`src/rtl/hwpf_pkg.sv`:
```
// Shared types and default geometry for the stream prefetcher.
// The top level re-derives widths from its own parameters; these match the default build.
package hwpf_pkg;

  localparam int unsigned DEF_ADDR_WIDTH = 40;
  localparam int unsigned DEF_LINE_BYTES = 64;
  localparam int unsigned DEF_PAGE_BYTES = 4096;

  localparam int unsigned LINE_OFF_W = $clog2(DEF_LINE_BYTES);
  localparam int unsigned PAGE_OFF_W = $clog2(DEF_PAGE_BYTES);

  typedef logic [DEF_ADDR_WIDTH-LINE_OFF_W-1:0] line_addr_t;

  typedef enum logic [0:0] {
    HWPF_IDLE = 1'b0,
    HWPF_GEN  = 1'b1
  } hwpf_gen_state_e;

endpackage

```
`src/rtl/hwpf_req_queue.sv`:
```
// Small FIFO holding pending prefetch line addresses; head is visible combinationally.
// Fullness comes from the registered count, so a push into a full queue is refused even on a pop.
module hwpf_req_queue
  import hwpf_pkg::*;
#(
  parameter int unsigned DEPTH = 8,
  parameter int unsigned WIDTH = 34
) (
  input  logic             clk_i,
  input  logic             rst_ni,
  input  logic             flush_i,
  input  logic             push_i,
  input  logic [WIDTH-1:0] push_data_i,
  input  logic             pop_i,
  output logic             full_o,
  output logic             empty_o,
  output logic [WIDTH-1:0] head_o
);

  localparam int unsigned PTR_W = (DEPTH > 1) ? $clog2(DEPTH) : 1;
  localparam int unsigned CNT_W = $clog2(DEPTH + 1);

  logic [WIDTH-1:0] mem_reg [DEPTH];
  logic [PTR_W-1:0] wr_ptr_reg, wr_ptr_next;
  logic [PTR_W-1:0] rd_ptr_reg, rd_ptr_next;
  logic [CNT_W-1:0] count_reg, count_next;
  logic             do_push, do_pop;

  function automatic logic [PTR_W-1:0] ptr_inc(input logic [PTR_W-1:0] p);
    return (p == PTR_W'(DEPTH - 1)) ? '0 : p + PTR_W'(1);
  endfunction

  assign full_o  = (count_reg == CNT_W'(DEPTH));
  assign empty_o = (count_reg == '0);
  assign head_o  = mem_reg[rd_ptr_reg];

  assign do_push = push_i & ~full_o;
  assign do_pop  = pop_i & ~empty_o;

  always_comb begin
    wr_ptr_next = wr_ptr_reg;
    rd_ptr_next = rd_ptr_reg;
    count_next  = count_reg;
    if (do_push) wr_ptr_next = ptr_inc(wr_ptr_reg);
    if (do_pop)  rd_ptr_next = ptr_inc(rd_ptr_reg);
    case ({do_push, do_pop})
      2'b10:   count_next = count_reg + CNT_W'(1);
      2'b01:   count_next = count_reg - CNT_W'(1);
      default: count_next = count_reg;
    endcase
  end

  always_ff @(posedge clk_i or negedge rst_ni) begin
    if (!rst_ni) begin
      wr_ptr_reg <= '0;
      rd_ptr_reg <= '0;
      count_reg  <= '0;
    end else if (flush_i) begin
      wr_ptr_reg <= '0;
      rd_ptr_reg <= '0;
      count_reg  <= '0;
    end else begin
      wr_ptr_reg <= wr_ptr_next;
      rd_ptr_reg <= rd_ptr_next;
      count_reg  <= count_next;
    end
  end

  // Storage needs no reset: an entry is only read once count covers it.
  always_ff @(posedge clk_i) begin
    if (do_push && !flush_i) mem_reg[wr_ptr_reg] <= push_data_i;
  end

endmodule

```
`src/rtl/hwpf_stream.sv`:
```
// Next-N-line stream prefetcher: a line touched twice confirms a stream and up to
// degree sequential in-page lines are queued towards the cache arbiter.
module hwpf_stream
  import hwpf_pkg::*;
#(
  parameter int unsigned ADDR_WIDTH  = DEF_ADDR_WIDTH,
  parameter int unsigned LINE_BYTES  = DEF_LINE_BYTES,
  parameter int unsigned PAGE_BYTES  = DEF_PAGE_BYTES,
  parameter int unsigned HIST_DEPTH  = 8,
  parameter int unsigned QUEUE_DEPTH = 8,
  parameter int unsigned MAX_DEGREE  = 4,
  parameter int unsigned TID_WIDTH   = 7
) (
  input  logic                              clk_i,
  input  logic                              rst_ni,
  input  logic                              flush_i,
  input  logic                              lock_i,
  input  logic [$clog2(MAX_DEGREE+1)-1:0]   degree_i,
  input  logic                              cpu_req_valid_i,
  input  logic [ADDR_WIDTH-1:0]             cpu_req_addr_i,
  input  logic [TID_WIDTH-1:0]              cpu_req_tid_i,
  output logic                              arbiter_req_valid_o,
  input  logic                              arbiter_req_ready_i,
  output logic [ADDR_WIDTH-1:0]             arbiter_req_addr_o,
  output logic                              drop_o
);

  localparam int unsigned LOFF_W    = $clog2(LINE_BYTES);
  localparam int unsigned POFF_W    = $clog2(PAGE_BYTES);
  localparam int unsigned LINE_W    = ADDR_WIDTH - LOFF_W;
  localparam int unsigned PG_LINE_W = POFF_W - LOFF_W;
  localparam int unsigned DEG_W     = $clog2(MAX_DEGREE + 1);
  localparam int unsigned HPTR_W    = (HIST_DEPTH > 1) ? $clog2(HIST_DEPTH) : 1;

  typedef logic [LINE_W-1:0] line_t;

  hwpf_gen_state_e       state_reg, state_next;
  line_t                 gen_line_reg, gen_line_next;
  logic [DEG_W-1:0]      deg_reg, deg_next;
  logic [DEG_W-1:0]      k_reg, k_next;
  logic [DEG_W-1:0]      eff_deg;

  logic [TID_WIDTH-1:0]  last_tid_reg;
  logic                  last_tid_valid_reg;
  logic                  trigger;

  line_t                 hist_line_reg [HIST_DEPTH];
  logic [HIST_DEPTH-1:0] hist_valid_reg;
  logic [HPTR_W-1:0]     hist_ptr_reg;
  logic [HIST_DEPTH-1:0] hit_vec;
  logic                  hist_hit;
  logic                  hist_wr;

  line_t                 trig_line, cand_line, lookup_line;
  logic                  cand_cross;

  logic                  q_push, q_pop, q_full, q_empty;
  line_t                 q_head;

  logic                  drop_ev, drop_reg;
  logic                  addr_offset_unused;

  assign trig_line          = cpu_req_addr_i[ADDR_WIDTH-1:LOFF_W];
  assign addr_offset_unused = ^cpu_req_addr_i[LOFF_W-1:0];

  assign trigger = cpu_req_valid_i & ~lock_i &
                   (~last_tid_valid_reg | (cpu_req_tid_i != last_tid_reg));

  assign eff_deg = (degree_i > DEG_W'(MAX_DEGREE)) ? DEG_W'(MAX_DEGREE) : degree_i;

  // Candidate wrap past the top of the address space always changes the page bits.
  assign cand_line  = gen_line_reg + LINE_W'(k_reg);
  assign cand_cross = (cand_line[LINE_W-1:PG_LINE_W] != gen_line_reg[LINE_W-1:PG_LINE_W]);

  // One lookup port: the trigger line while idle, the candidate while generating.
  assign lookup_line = (state_reg == HWPF_GEN) ? cand_line : trig_line;

  for (genvar gi = 0; gi < HIST_DEPTH; gi++) begin : g_hist_cmp
    assign hit_vec[gi] = hist_valid_reg[gi] && (hist_line_reg[gi] == lookup_line);
  end
  assign hist_hit = |hit_vec;

  always_comb begin
    state_next    = state_reg;
    gen_line_next = gen_line_reg;
    deg_next      = deg_reg;
    k_next        = k_reg;
    q_push        = 1'b0;
    hist_wr       = 1'b0;
    drop_ev       = 1'b0;
    case (state_reg)
      HWPF_IDLE: begin
        if (trigger) begin
          if (!hist_hit) begin
            hist_wr = 1'b1;
          end else if (eff_deg != '0) begin
            state_next    = HWPF_GEN;
            gen_line_next = trig_line;
            deg_next      = eff_deg;
            k_next        = DEG_W'(1);
          end
        end
      end
      HWPF_GEN: begin
        if (trigger) drop_ev = 1'b1;
        if (!lock_i) begin
          if (cand_cross) begin
            drop_ev    = 1'b1;
            state_next = HWPF_IDLE;
          end else begin
            if (!hist_hit) begin
              if (!q_full) begin
                q_push  = 1'b1;
                hist_wr = 1'b1;
              end else begin
                drop_ev = 1'b1;
              end
            end
            if (k_reg == deg_reg) state_next = HWPF_IDLE;
            else                  k_next     = k_reg + DEG_W'(1);
          end
        end
      end
      default: state_next = HWPF_IDLE;
    endcase
  end

  always_ff @(posedge clk_i or negedge rst_ni) begin
    if (!rst_ni) begin
      state_reg          <= HWPF_IDLE;
      gen_line_reg       <= '0;
      deg_reg            <= '0;
      k_reg              <= '0;
      last_tid_reg       <= '0;
      last_tid_valid_reg <= 1'b0;
      hist_valid_reg     <= '0;
      hist_ptr_reg       <= '0;
      drop_reg           <= 1'b0;
    end else if (flush_i) begin
      state_reg          <= HWPF_IDLE;
      k_reg              <= '0;
      last_tid_valid_reg <= 1'b0;
      hist_valid_reg     <= '0;
      hist_ptr_reg       <= '0;
      drop_reg           <= 1'b0;
    end else begin
      state_reg    <= state_next;
      gen_line_reg <= gen_line_next;
      deg_reg      <= deg_next;
      k_reg        <= k_next;
      drop_reg     <= drop_ev;
      if (trigger) begin
        last_tid_reg       <= cpu_req_tid_i;
        last_tid_valid_reg <= 1'b1;
      end
      if (hist_wr) begin
        hist_valid_reg[hist_ptr_reg] <= 1'b1;
        hist_ptr_reg <= (hist_ptr_reg == HPTR_W'(HIST_DEPTH - 1)) ? '0
                                                                  : hist_ptr_reg + HPTR_W'(1);
      end
    end
  end

  always_ff @(posedge clk_i) begin
    if (hist_wr && !flush_i) hist_line_reg[hist_ptr_reg] <= lookup_line;
  end

  hwpf_req_queue #(
    .DEPTH (QUEUE_DEPTH),
    .WIDTH (LINE_W)
  ) u_req_queue (
    .clk_i       (clk_i),
    .rst_ni      (rst_ni),
    .flush_i     (flush_i),
    .push_i      (q_push),
    .push_data_i (cand_line),
    .pop_i       (q_pop),
    .full_o      (q_full),
    .empty_o     (q_empty),
    .head_o      (q_head)
  );

  assign arbiter_req_valid_o = ~lock_i & ~q_empty;
  assign q_pop               = arbiter_req_valid_o & arbiter_req_ready_i;
  assign arbiter_req_addr_o  = q_empty ? '0 : {q_head, {LOFF_W{1'b0}}};
  assign drop_o              = drop_reg;

endmodule

```
`config.mk`:
```
export PLATFORM = sky130hd
export DESIGN_NAME = hwpf_stream
export DESIGN_NICKNAME = d
export VERILOG_FILES = /design/src/rtl/hwpf_pkg.sv /design/src/rtl/hwpf_req_queue.sv /design/src/rtl/hwpf_stream.sv
export SDC_FILE = /design/constraint.sdc
export NUM_CORES = 1
export LEC_CHECK = 0
export BUFFER_PORTS_ARGS = -buffer_cell sky130_fd_sc_hd__buf_2
export CELL_PAD_IN_SITES_DETAIL_PLACEMENT = 1
export CELL_PAD_IN_SITES_GLOBAL_PLACEMENT = 2
export CORE_MARGIN = 2
export CORE_UTILIZATION = 30
export DETAILED_ROUTE_END_ITERATION = 12
export HOLD_SLACK_MARGIN = 0.08
export PLACE_DENSITY = 0.58
export SETUP_SLACK_MARGIN = 0.3
export SLEW_MARGIN = 20
export SYNTH_ARGS = -nofsm -noshare
export SYNTH_HDL_FRONTEND = slang
export SYNTH_HIERARCHICAL = 1
export SYNTH_SLANG_ARGS = --single-unit
```
`constraint.sdc`:
```
create_clock -name clk_i -period 10.1 [get_ports clk_i]
set_input_delay 1.515 -clock clk_i [delete_from_list [all_inputs] [get_ports clk_i]]
set_output_delay 1.515 -clock clk_i [all_outputs]
set_load 0.05 [all_outputs]
```
==> metrics.txt, run 1 <==
# TYPE chip_impl_metric gauge
chip_impl_metric{name="worstHoldPathCells",unit=""} 1
chip_impl_info{name="hp-start",value="gen_line_reg[2]$_DFFE_PN0P_"} 1
chip_impl_metric{name="seq_area_frac_synth",unit="%"} 51.3
chip_impl_metric{name="required",unit="ns"} 10.68
chip_impl_metric{name="synth-async-reset-ratio",unit="%"} 11.5
chip_impl_metric{name="grt_first_pass_wirelength",unit="µm"} 260000
chip_impl_metric{name="max_freq",unit="MHz"} 120
chip_impl_metric{name="number_of_h_tree_levels",unit=""} 3
chip_impl_metric{name="crit_path_max_fanout",unit=""} 13
chip_impl_metric{name="worst_ep_arrival_time",unit="ns"} 8.93
chip_impl_metric{name="num_rows",unit=""} 125
chip_impl_metric{name="share_seq_of_total_power",unit="%"} 47.2
chip_impl_metric{name="synth_xor_xnor_area_share",unit="%"} 8.05
chip_impl_info{name="timing.critical_path.to_type",value="flip-flop"} 1
chip_impl_info{name="timing.critical_path.from_type",value="flip-flop"} 1
chip_impl_metric{name="largest_net_degree_at_the_start_of_global_routing",unit=""} 130
chip_impl_metric{name="switching_share",unit="%"} 24.7
chip_impl_metric{name="drc_errors",unit=""} 0
chip_impl_metric{name="part_of_the_total_power_dissipated_in_combinational_logic",unit="%"} 5.6
chip_impl_info{name="path_class",value="reg2reg"} 1
chip_impl_metric{name="power.share.clock",unit="%"} 47.2
chip_impl_metric{name="post_synth_fa_ha_maj_area_fraction",unit="%"} 0.539
chip_impl_info{name="synth_top_area_cell",value="sky130_fd_sc_hd__edfxtp_1"} 1
chip_impl_metric{name="max-slew-margin-rel",unit="%"} 18.3
chip_impl_metric{name="vdd_drop_max",unit="mV"} 0.111
chip_impl_metric{name="initial_core_util",unit="%"} 30.3
chip_impl_info{name="rr_startpoint",value="gen_line_reg[14]$_DFFE_PN0P_"} 1
chip_impl_metric{name="worst_skew_pair.late_latency",unit="ns"} 0.69
chip_impl_metric{name="grt_remaining_overflow",unit=""} 0
chip_impl_metric{name="fin_nets",unit=""} 3161
chip_impl_info{name="result_of_the_run",value="finished, final reports clean"} 1
chip_impl_metric{name="detail_route.vias_per_cell",unit=""} 6.33
chip_impl_metric{name="layout_min_cycle_time",unit="ns"} 8.36
chip_impl_info{name="synth_top_flop_cell",value="sky130_fd_sc_hd__edfxtp_1"} 1
chip_impl_metric{name="postSynthCellCount",unit=""} 3009
chip_impl_metric{name="port_buffers",unit=""} 85
chip_impl_metric{name="cts_setup_buffers",unit=""} 0
chip_impl_info{name="cts.root.buffer_cell",value="sky130_fd_sc_hd__clkbuf_16"} 1
chip_impl_metric{name="antenna_found_initial",unit=""} 22
chip_impl_info{name="whs_endpoint",value="gen_line_reg[2]$_DFFE_PN0P_"} 1
chip_impl_metric{name="edff_count_synth",unit=""} 544
chip_impl_metric{name="globalplace.congestion",unit=""} 1.06
chip_impl_metric{name="die_w",unit="µm"} 347
chip_impl_metric{name="drt_iter0_drc",unit=""} 3904
chip_impl_info{name="cts_tree",value="built"} 1
chip_impl_metric{name="tightestPinTransition",unit="ns"} 1.21
chip_impl_info{name="worst_min_delay_path_category",value="reg2reg"} 1
chip_impl_metric{name="synth.avg_cell_area",unit="µm²"} 11.7
chip_impl_metric{name="stdcell_area",unit="mm²"} 0.0405
chip_impl_info{name="synth_top_family_by_area",value="simple AND/OR/NAND/NOR gates"} 1
chip_impl_metric{name="cap_violations",unit=""} 0
chip_impl_metric{name="share_of_cells_above_drive_strength_1",unit="%"} 19.0
chip_impl_metric{name="final.setup.tns",unit="ns"} 0
chip_impl_metric{name="boundaryPins",unit=""} 98
chip_impl_metric{name="fp.coreArea",unit="mm²"} 0.117
chip_impl_metric{name="leakage",unit="nW"} 13.4
chip_impl_metric{name="hold_slack",unit="ns"} 0.517
chip_impl_metric{name="cts_sinks",unit=""} 615
chip_impl_metric{name="finalClockSkew",unit="ns"} 0.0317
chip_impl_metric{name="nFillCells",unit=""} 12509
chip_impl_metric{name="yosys.area_share.simple",unit="%"} 15.4
chip_impl_metric{name="power.density",unit="mW/mm²"} 145
chip_impl_metric{name="final-setup-viol-count",unit=""} 0
chip_impl_metric{name="grtUsageTotal",unit="%"} 31.6
chip_impl_metric{name="ctsResizeCount",unit=""} 0
chip_impl_metric{name="ys_ff_latch",unit=""} 615
chip_impl_metric{name="syn-cell-area",unit="mm²"} 0.0353
chip_impl_metric{name="tritoncts.num_buffers",unit=""} 77
chip_impl_metric{name="register_to_register_path_setup_slack",unit="ns"} 1.74
chip_impl_metric{name="vias",unit=""} 29648
chip_impl_metric{name="die_y",unit="µm"} 347
chip_impl_metric{name="internal_power",unit="W"} 0.00444
chip_impl_metric{name="final-max-slew-violation-count",unit=""} 0
chip_impl_metric{name="finalWirelength",unit="µm"} 193000
chip_impl_metric{name="synth.mux.area_fraction",unit="%"} 7.92
chip_impl_info{name="synthTopCellsByArea",value="sky130_fd_sc_hd__edfxtp_1 46%, sky130_fd_sc_hd__dfrtp_1 5.0%, sky130_fd_sc_hd__xnor2_1 4.4%"} 1
chip_impl_metric{name="synth.distinct_cells",unit=""} 122
chip_impl_metric{name="area.growth.synth_to_final",unit="%"} 14.7
chip_impl_metric{name="area_after_detailed_placement",unit="mm²"} 0.0380
chip_impl_metric{name="drt-pass1-iter-count",unit=""} 7
chip_impl_metric{name="cts.clk_slew.worst_paths",unit="ns"} 0.06
chip_impl_metric{name="reg2regPathDepth",unit=""} 19
chip_impl_metric{name="post_drt_wl_per_cell",unit="µm"} 41.3
chip_impl_metric{name="first_global_vias",unit=""} 29540
chip_impl_metric{name="dpl_wire_length",unit="µm"} 146000
chip_impl_metric{name="power.switching",unit="W"} 0.00145
chip_impl_metric{name="clock_tree.buffer_depth",unit=""} 3
chip_impl_metric{name="die-area",unit="mm²"} 0.120
chip_impl_metric{name="count_of_endpoints_failing_hold_in_the_final_timing_report",unit=""} 0
chip_impl_metric{name="final_min_period_over_clock_period",unit="%"} 82.7
chip_impl_metric{name="area_share_of_the_largest_cell_type_after_synthesis",unit="%"} 46.3
chip_impl_metric{name="synth-compound-area-share",unit="%"} 12.8
chip_impl_metric{name="synthesis.yosys.warnings",unit=""} 6
chip_impl_info{name="grt_setup_unrepaired",value="no"} 1
chip_impl_metric{name="cts.hold.buffers_added",unit=""} 0
chip_impl_info{name="r2r-end",value="u_req_queue/count_reg[3]$_DFFE_PN0P_"} 1
chip_impl_metric{name="antenna_violating_nets_post_route",unit=""} 0
## through the flow
stage               util, %  total power, W  std cells  setup WS (ns)
CTS                    34.7         0.00594       4677           2.12
global placement       32.6         0.00314       4535           2.03
global route           34.8         0.00604       4678           1.89
detailed placement     32.6         0.00315       4536           2.19
finish                 34.8         0.00589       4681           1.74
floorplan                 -         0.00297       3014           2.43
## critical path, stage by stage, from the launching register on
cell	delay, ns
sky130_fd_sc_hd__dfrtp_1	0.84
sky130_fd_sc_hd__nand4_1	0.68
sky130_fd_sc_hd__or4_1	1.02
sky130_fd_sc_hd__nor3_2	0.53
sky130_fd_sc_hd__nor3_1	0.25
sky130_fd_sc_hd__a211o_1	0.44
sky130_fd_sc_hd__a2111oi_1	0.89
sky130_fd_sc_hd__nand4_1	0.33
sky130_fd_sc_hd__nor4_1	1.01
sky130_fd_sc_hd__nor4_2	0.09
sky130_fd_sc_hd__buf_4	0.26
sky130_fd_sc_hd__nand2_1	0.12
sky130_fd_sc_hd__nor2_1	0.04
sky130_fd_sc_hd__buf_4	0.17
sky130_fd_sc_hd__a21oi_4	0.21
sky130_fd_sc_hd__ha_1	0.30
sky130_fd_sc_hd__a21oi_1	0.25
sky130_fd_sc_hd__nand2_1	0.12
sky130_fd_sc_hd__or4b_1	0.52
sky130_fd_sc_hd__o311ai_1	0.10
## worst max path at each step
stage	to	cells past startpoint	slack, ns	startpoint
floorplan	hist_line_reg[1][0]$_DFFE_PP_	15	2.43	k_reg[0]$_DFFE_PN0P_
global placement	u_req_queue/count_reg[3]$_DFFE_PN0P_	19	2.03	gen_line_reg[14]$_DFFE_PN0P_
detailed placement	u_req_queue/count_reg[3]$_DFFE_PN0P_	19	2.19	gen_line_reg[14]$_DFFE_PN0P_
CTS	u_req_queue/count_reg[3]$_DFFE_PN0P_	19	2.12	gen_line_reg[14]$_DFFE_PN0P_
global route	u_req_queue/count_reg[3]$_DFFE_PN0P_	19	1.89	gen_line_reg[14]$_DFFE_PN0P_
finish	u_req_queue/count_reg[3]$_DFFE_PN0P_	19	1.74	gen_line_reg[14]$_DFFE_PN0P_
## layer usage
| metal | vias to the layer above | routed length, µm | part of all wire, % | global-route usage [%] |
|---|---|---|---|---|
| met2 | 1782 | 83000 | 43 | 47.1 |
| li1 | 11879 | - | - | - |
| met5 | - | 40 | 0.021 | 0 |
| met3 | 456 | 15500 | 8.0 | 5.65 |
| met4 | 6 | 14400 | 7.4 | 20.3 |
| met1 | 15525 | 80400 | 42 | 42.2 |
## cells in the final DEF, fill, tap and decap left out, types with 24 or more instances in the layout
| master | count |
|---|---|
| sky130_fd_sc_hd__inv_1 | 89 |
| sky130_fd_sc_hd__clkbuf_16 | 77 |
| sky130_fd_sc_hd__nand3_1 | 90 |
| sky130_fd_sc_hd__o22ai_1 | 34 |
| sky130_fd_sc_hd__nor4_1 | 55 |
| sky130_fd_sc_hd__and3_1 | 24 |
| sky130_fd_sc_hd__a21oi_1 | 79 |
| sky130_fd_sc_hd__nand2b_1 | 36 |
| sky130_fd_sc_hd__o211ai_1 | 27 |
| sky130_fd_sc_hd__mux2i_1 | 26 |
| sky130_fd_sc_hd__buf_2 | 84 |
| sky130_fd_sc_hd__mux2_2 | 67 |
| sky130_fd_sc_hd__edfxtp_1 | 544 |
| sky130_fd_sc_hd__dfrtp_1 | 67 |
| sky130_fd_sc_hd__xor2_1 | 134 |
| sky130_fd_sc_hd__nand4_1 | 88 |
| sky130_fd_sc_hd__a31oi_1 | 33 |
| sky130_fd_sc_hd__nor3_1 | 93 |
| sky130_fd_sc_hd__o2111ai_1 | 28 |
| sky130_fd_sc_hd__nand2_1 | 145 |
| sky130_fd_sc_hd__a211oi_1 | 25 |
| sky130_fd_sc_hd__nor2_1 | 159 |
| sky130_fd_sc_hd__mux4_2 | 68 |
| sky130_fd_sc_hd__o21ai_0 | 95 |
| sky130_fd_sc_hd__or4_1 | 27 |
| sky130_fd_sc_hd__xnor2_1 | 178 |
| sky130_fd_sc_hd__nor2b_1 | 56 |
| sky130_fd_sc_hd__buf_4 | 121 |
## power by group through the flow
stage	Clock [W]	Sequential, W	Combinational (W)
3_3_place_gp	0	0.00283	0.000315
3_5_place_dp	0	0.00283	0.000317
2_1_floorplan	0	0.00282	0.000151
4_1_cts	0.00284	0.00278	0.000319
5_1_grt	0.00293	0.00278	0.000335
6_report	0.00278	0.00278	0.000329
## area by class of cell
cell class / count / area, µm² / area share (%)
Sequential cell: 615 / 18100 / 44.8
Inverter: 95 / 359 / 0.887
Antenna cell: 4 / 10.0 / 0.0247
Clock buffer: 98 / 2050 / 5.05
Tap cell: 1524 / 1910 / 4.71
Clock inverter: 43 / 469 / 1.16
Timing Repair Buffer: 215 / 1520 / 3.75
Multi-Input combinational cell: 2087 / 16100 / 39.7
## kinds of logic (layout without fill, tap and decap cells)
group | after synthesis | count (layout)
adders and majority gates | 14 | 14
muxes | 178 | 178
DFF | 615 | 615
other | 1 | 10
buffers and inverters | 312 | 451
and+or+nand+nor | 964 | 964
xor gates and xnor gates | 318 | 318
AOI/OAI and AO/OA | 607 | 607
## cells in the mapped netlist (all sizes together), types with 64 or more instances
cell type,instances
nor2,168
edfxtp,544
mux4,68
inv,93
o21ai,102
xnor2,179
nand2,145
mux2,82
nor3,105
dfrtp,71
buf,111
xor2,135
nand4,90
a21oi,86
nor4,64
nand3,91
clkbuf,106
Note: power is estimated with default switching activity, not from simulation.
==> inputs of run 2 (changes only) <==
Clock period 10.1 ns to 7.9 ns, I/O delays scaled along.
==> run 2 against run 1 <==
  * Hold slack worse by 0.016 ns
  * Non-clock buffer count up 135
  * Highest routed layer unchanged
  * Clock power up 33%
==> metrics.txt, run 2 (synthesis results as in run 1) <==
# TYPE chip_impl_metric gauge
chip_impl_metric{name="grtUsageTotal",unit="%"} 32.7
chip_impl_metric{name="max-slew-margin-rel",unit="%"} 11.2
chip_impl_metric{name="post_drt_wl_per_cell",unit="µm"} 41.6
chip_impl_info{name="timing.critical_path.from",value="k_reg[0]$_DFFE_PN0P_"} 1
chip_impl_metric{name="port_buffers",unit=""} 85
chip_impl_info{name="cts.root.buffer_cell",value="sky130_fd_sc_hd__clkbuf_16"} 1
chip_impl_metric{name="vdd_drop_max",unit="mV"} 0.139
chip_impl_metric{name="tritoncts.num_buffers",unit=""} 76
chip_impl_metric{name="finalClockSkew",unit="ns"} 0.0368
chip_impl_metric{name="cts.hold.buffers_added",unit=""} 0
chip_impl_info{name="layout_common_cells",value="544 x sky130_fd_sc_hd__edfxtp_1, 242 x sky130_fd_sc_hd__buf_4, 178 x sky130_fd_sc_hd__xnor2_1"} 1
chip_impl_info{name="grt_setup_unrepaired",value="no"} 1
chip_impl_info{name="path_class",value="reg2reg"} 1
chip_impl_info{name="slowest_stage_cell_crit_path",value="sky130_fd_sc_hd__xnor2_1"} 1
chip_impl_metric{name="leakage",unit="nW"} 14.1
chip_impl_metric{name="cts.clk_slew.worst_paths",unit="ns"} 0.06
chip_impl_metric{name="area.growth.synth_to_final",unit="%"} 18.2
chip_impl_metric{name="detail_route.vias_per_cell",unit=""} 6.20
chip_impl_metric{name="final-max-slew-violation-count",unit=""} 0
chip_impl_metric{name="grt_first_pass_wirelength",unit="µm"} 268000
chip_impl_info{name="result_of_the_run",value="finished, final reports clean"} 1
chip_impl_metric{name="number_of_h_tree_levels",unit=""} 3
chip_impl_metric{name="worst-path-stages",unit=""} 24
chip_impl_info{name="critical_path.cell_chain",value="ha_1 > fa_1 > a21oi_2 > nor4_4 > xnor2_1 > inv_1 > a21oi_2 > xnor2_1 > a2111o_1 > nor4_1 > buf_4 > and4_1 > nor4_2 > buf_4 > nand2_1 > nor2_1 > buf_4 > buf_4 > nor3b_1 > buf_4 > nand2_1 > buf_4 > nor2_4 > buf_12"} 1
chip_impl_metric{name="power.density",unit="mW/mm²"} 184
chip_impl_metric{name="boundaryPins",unit=""} 98
chip_impl_metric{name="initial_core_util",unit="%"} 30.3
chip_impl_metric{name="die_y",unit="µm"} 347
chip_impl_metric{name="drt-pass1-iter-count",unit=""} 5
chip_impl_metric{name="num_rows",unit=""} 125
chip_impl_metric{name="vias",unit=""} 29859
chip_impl_metric{name="die-area",unit="mm²"} 0.120
chip_impl_info{name="r2r-end",value="u_req_queue/mem_reg[3][26]$_DFFE_PP_"} 1
chip_impl_metric{name="hold_slack",unit="ns"} 0.501
chip_impl_metric{name="crit_path_max_incr_delay",unit="ns"} 1.00
chip_impl_info{name="cts_tree",value="built"} 1
chip_impl_metric{name="antenna_violating_nets_post_route",unit=""} 0
chip_impl_metric{name="nFillCells",unit=""} 12458
chip_impl_info{name="most_frequent_cell_on_the_critical_path",value="sky130_fd_sc_hd__buf_4"} 1
chip_impl_metric{name="share_of_cells_above_drive_strength_1",unit="%"} 22.2
chip_impl_info{name="cp-endpoint",value="u_req_queue/mem_reg[3][26]$_DFFE_PP_"} 1
chip_impl_metric{name="worst_ep_arrival_time",unit="ns"} 7.41
chip_impl_info{name="cpLargestDelayFamily",value="simple AND/OR/NAND/NOR gates"} 1
chip_impl_metric{name="cts_setup_buffers",unit=""} 0
chip_impl_metric{name="path_buf_inv",unit=""} 8
chip_impl_metric{name="layout_min_cycle_time",unit="ns"} 7.09
chip_impl_metric{name="dpl_wire_length",unit="µm"} 154000
chip_impl_metric{name="first_global_vias",unit=""} 29995
chip_impl_metric{name="tightestPinTransition",unit="ns"} 1.32
chip_impl_metric{name="globalplace.congestion",unit=""} 1.05
chip_impl_metric{name="reg2regPathDepth",unit=""} 24
chip_impl_metric{name="final-setup-viol-count",unit=""} 0
chip_impl_metric{name="final_min_period_over_clock_period",unit="%"} 89.8
chip_impl_metric{name="grt_remaining_overflow",unit=""} 0
chip_impl_metric{name="cap_violations",unit=""} 0
chip_impl_metric{name="max_freq",unit="MHz"} 141
chip_impl_metric{name="drc_errors",unit=""} 0
chip_impl_metric{name="drt_iter0_drc",unit=""} 3739
chip_impl_metric{name="count_of_endpoints_failing_hold_in_the_final_timing_report",unit=""} 0
chip_impl_metric{name="largest_net_degree_at_the_start_of_global_routing",unit=""} 122
chip_impl_info{name="rr_startpoint",value="k_reg[0]$_DFFE_PN0P_"} 1
chip_impl_info{name="timing.critical_path.to_type",value="flip-flop"} 1
chip_impl_metric{name="fp.coreArea",unit="mm²"} 0.117
chip_impl_metric{name="crit_path_max_fanout",unit=""} 26
chip_impl_info{name="most_common_cell_after_layout_fill_and_taps_aside",value="sky130_fd_sc_hd__edfxtp_1"} 1
chip_impl_metric{name="final.setup.tns",unit="ns"} 0
chip_impl_info{name="worst_min_delay_path_category",value="in2async"} 1
chip_impl_metric{name="worst_skew_pair.late_latency",unit="ns"} 0.66
chip_impl_info{name="timing.critical_path.from_type",value="flip-flop"} 1
chip_impl_metric{name="antenna_found_initial",unit=""} 16
chip_impl_metric{name="ctsResizeCount",unit=""} 0
chip_impl_metric{name="register_to_register_path_setup_slack",unit="ns"} 0.81
chip_impl_metric{name="fin_nets",unit=""} 3295
chip_impl_metric{name="required",unit="ns"} 8.22
chip_impl_metric{name="finalWirelength",unit="µm"} 200000
chip_impl_metric{name="clock_tree.buffer_depth",unit=""} 3
chip_impl_metric{name="cts_sinks",unit=""} 615
chip_impl_metric{name="die_w",unit="µm"} 347
[run 2: cell count changes in the layout (fill, tap and decap cells not counted), moves of 3 or more]
cell | previous run | this run
sky130_fd_sc_hd__bufinv_16 | 5 | 10
sky130_fd_sc_hd__clkbuf_8 | 4 | 1
sky130_fd_sc_hd__buf_4 | 121 | 242
sky130_fd_sc_hd__clkbuf_1 | 17 | 11
sky130_fd_sc_hd__buf_12 | 9 | 23
sky130_fd_sc_hd__clkinv_16 | 3 | 0
sky130_fd_sc_hd__clkinvlp_4 | 4 | 8
[run 2: worst min-delay path by stage]
stage / start / to / slack (ns) / cells past startpoint
floorplan: hist_valid_reg[3]$_DFFE_PN0P_ / hist_valid_reg[3]$_DFFE_PN0P_ / 0.46 / 2
global placement: last_tid_valid_reg$_DFFE_PN0N_ / last_tid_valid_reg$_DFFE_PN0N_ / 0.49 / 2
detailed placement: gen_line_reg[0]$_DFFE_PN0P_ / gen_line_reg[0]$_DFFE_PN0P_ / 0.51 / 1
CTS: rst_ni / gen_line_reg[12]$_DFFE_PN0P_ / 0.48 / 1
global route: rst_ni / hist_valid_reg[6]$_DFFE_PN0P_ / 0.52 / 1
finish: rst_ni / hist_valid_reg[0]$_DFFE_PN0P_ / 0.50 / 1
[run 2: final cells by class]
class	count	area [µm²]	area share, %
antenna	5	12.5	0.0300
clock buffer	91	2030	4.87
clock inverter	48	549	1.32
inverter	95	359	0.861
multi-input combinational	2087	16000	38.4
sequential	615	18100	43.4
tap	1524	1910	4.57
timing repair buffer	350	2710	6.50
[run 2: stage by stage]
| step | std cells | setup WS (ns) | instance area, µm² | total power, W | utilization, % |
|---|---|---|---|---|---|
| after CTS | 4810 | 0.978 | 41700 | 0.00774 | 35.8 |
| after detailed placement | 4671 | 1.02 | 39100 | 0.00404 | 33.6 |
| after global routing | 4810 | 0.665 | 41700 | 0.00786 | 35.8 |
| after floorplan | 3014 | 0.542 | 35300 | 0.00380 | - |
| final | 4815 | 0.809 | 41700 | 0.00767 | 35.8 |
| after global placement | 4670 | 1.07 | 39100 | 0.00403 | 33.6 |
[run 2: power breakdown]
part	total (W)	switching, W	internal [W]
clock	0.00369	0.00151	0.00218
combinational	0.000436	0.000314	0.000122
sequential	0.00355	0.0000164	0.00353
[run 2: layer usage]
layer | track usage (%) | vias up | wire (µm) | share of wire, %
li1 | - | 12183 | - | -
met1 | 42.7 | 15598 | 82400 | 41
met2 | 49.3 | 1600 | 86500 | 43
met3 | 6.10 | 468 | 15700 | 7.9
met4 | 21.7 | 10 | 15500 | 7.7
met5 | 0 | - | 55 | 0.027
[run 2: worst reg2reg max path: cells and delay by family (launching register included)]
family | cells | cell delay (ns)
and+or+nand+nor | 9 | 1.93
xor gates and xnor gates | 2 | 1.25
adders and majority gates | 2 | 0.73
buffers and inverters | 8 | 1.68
AOI/OAI and AO/OA | 3 | 0.66
DFF | 1 | 0.48
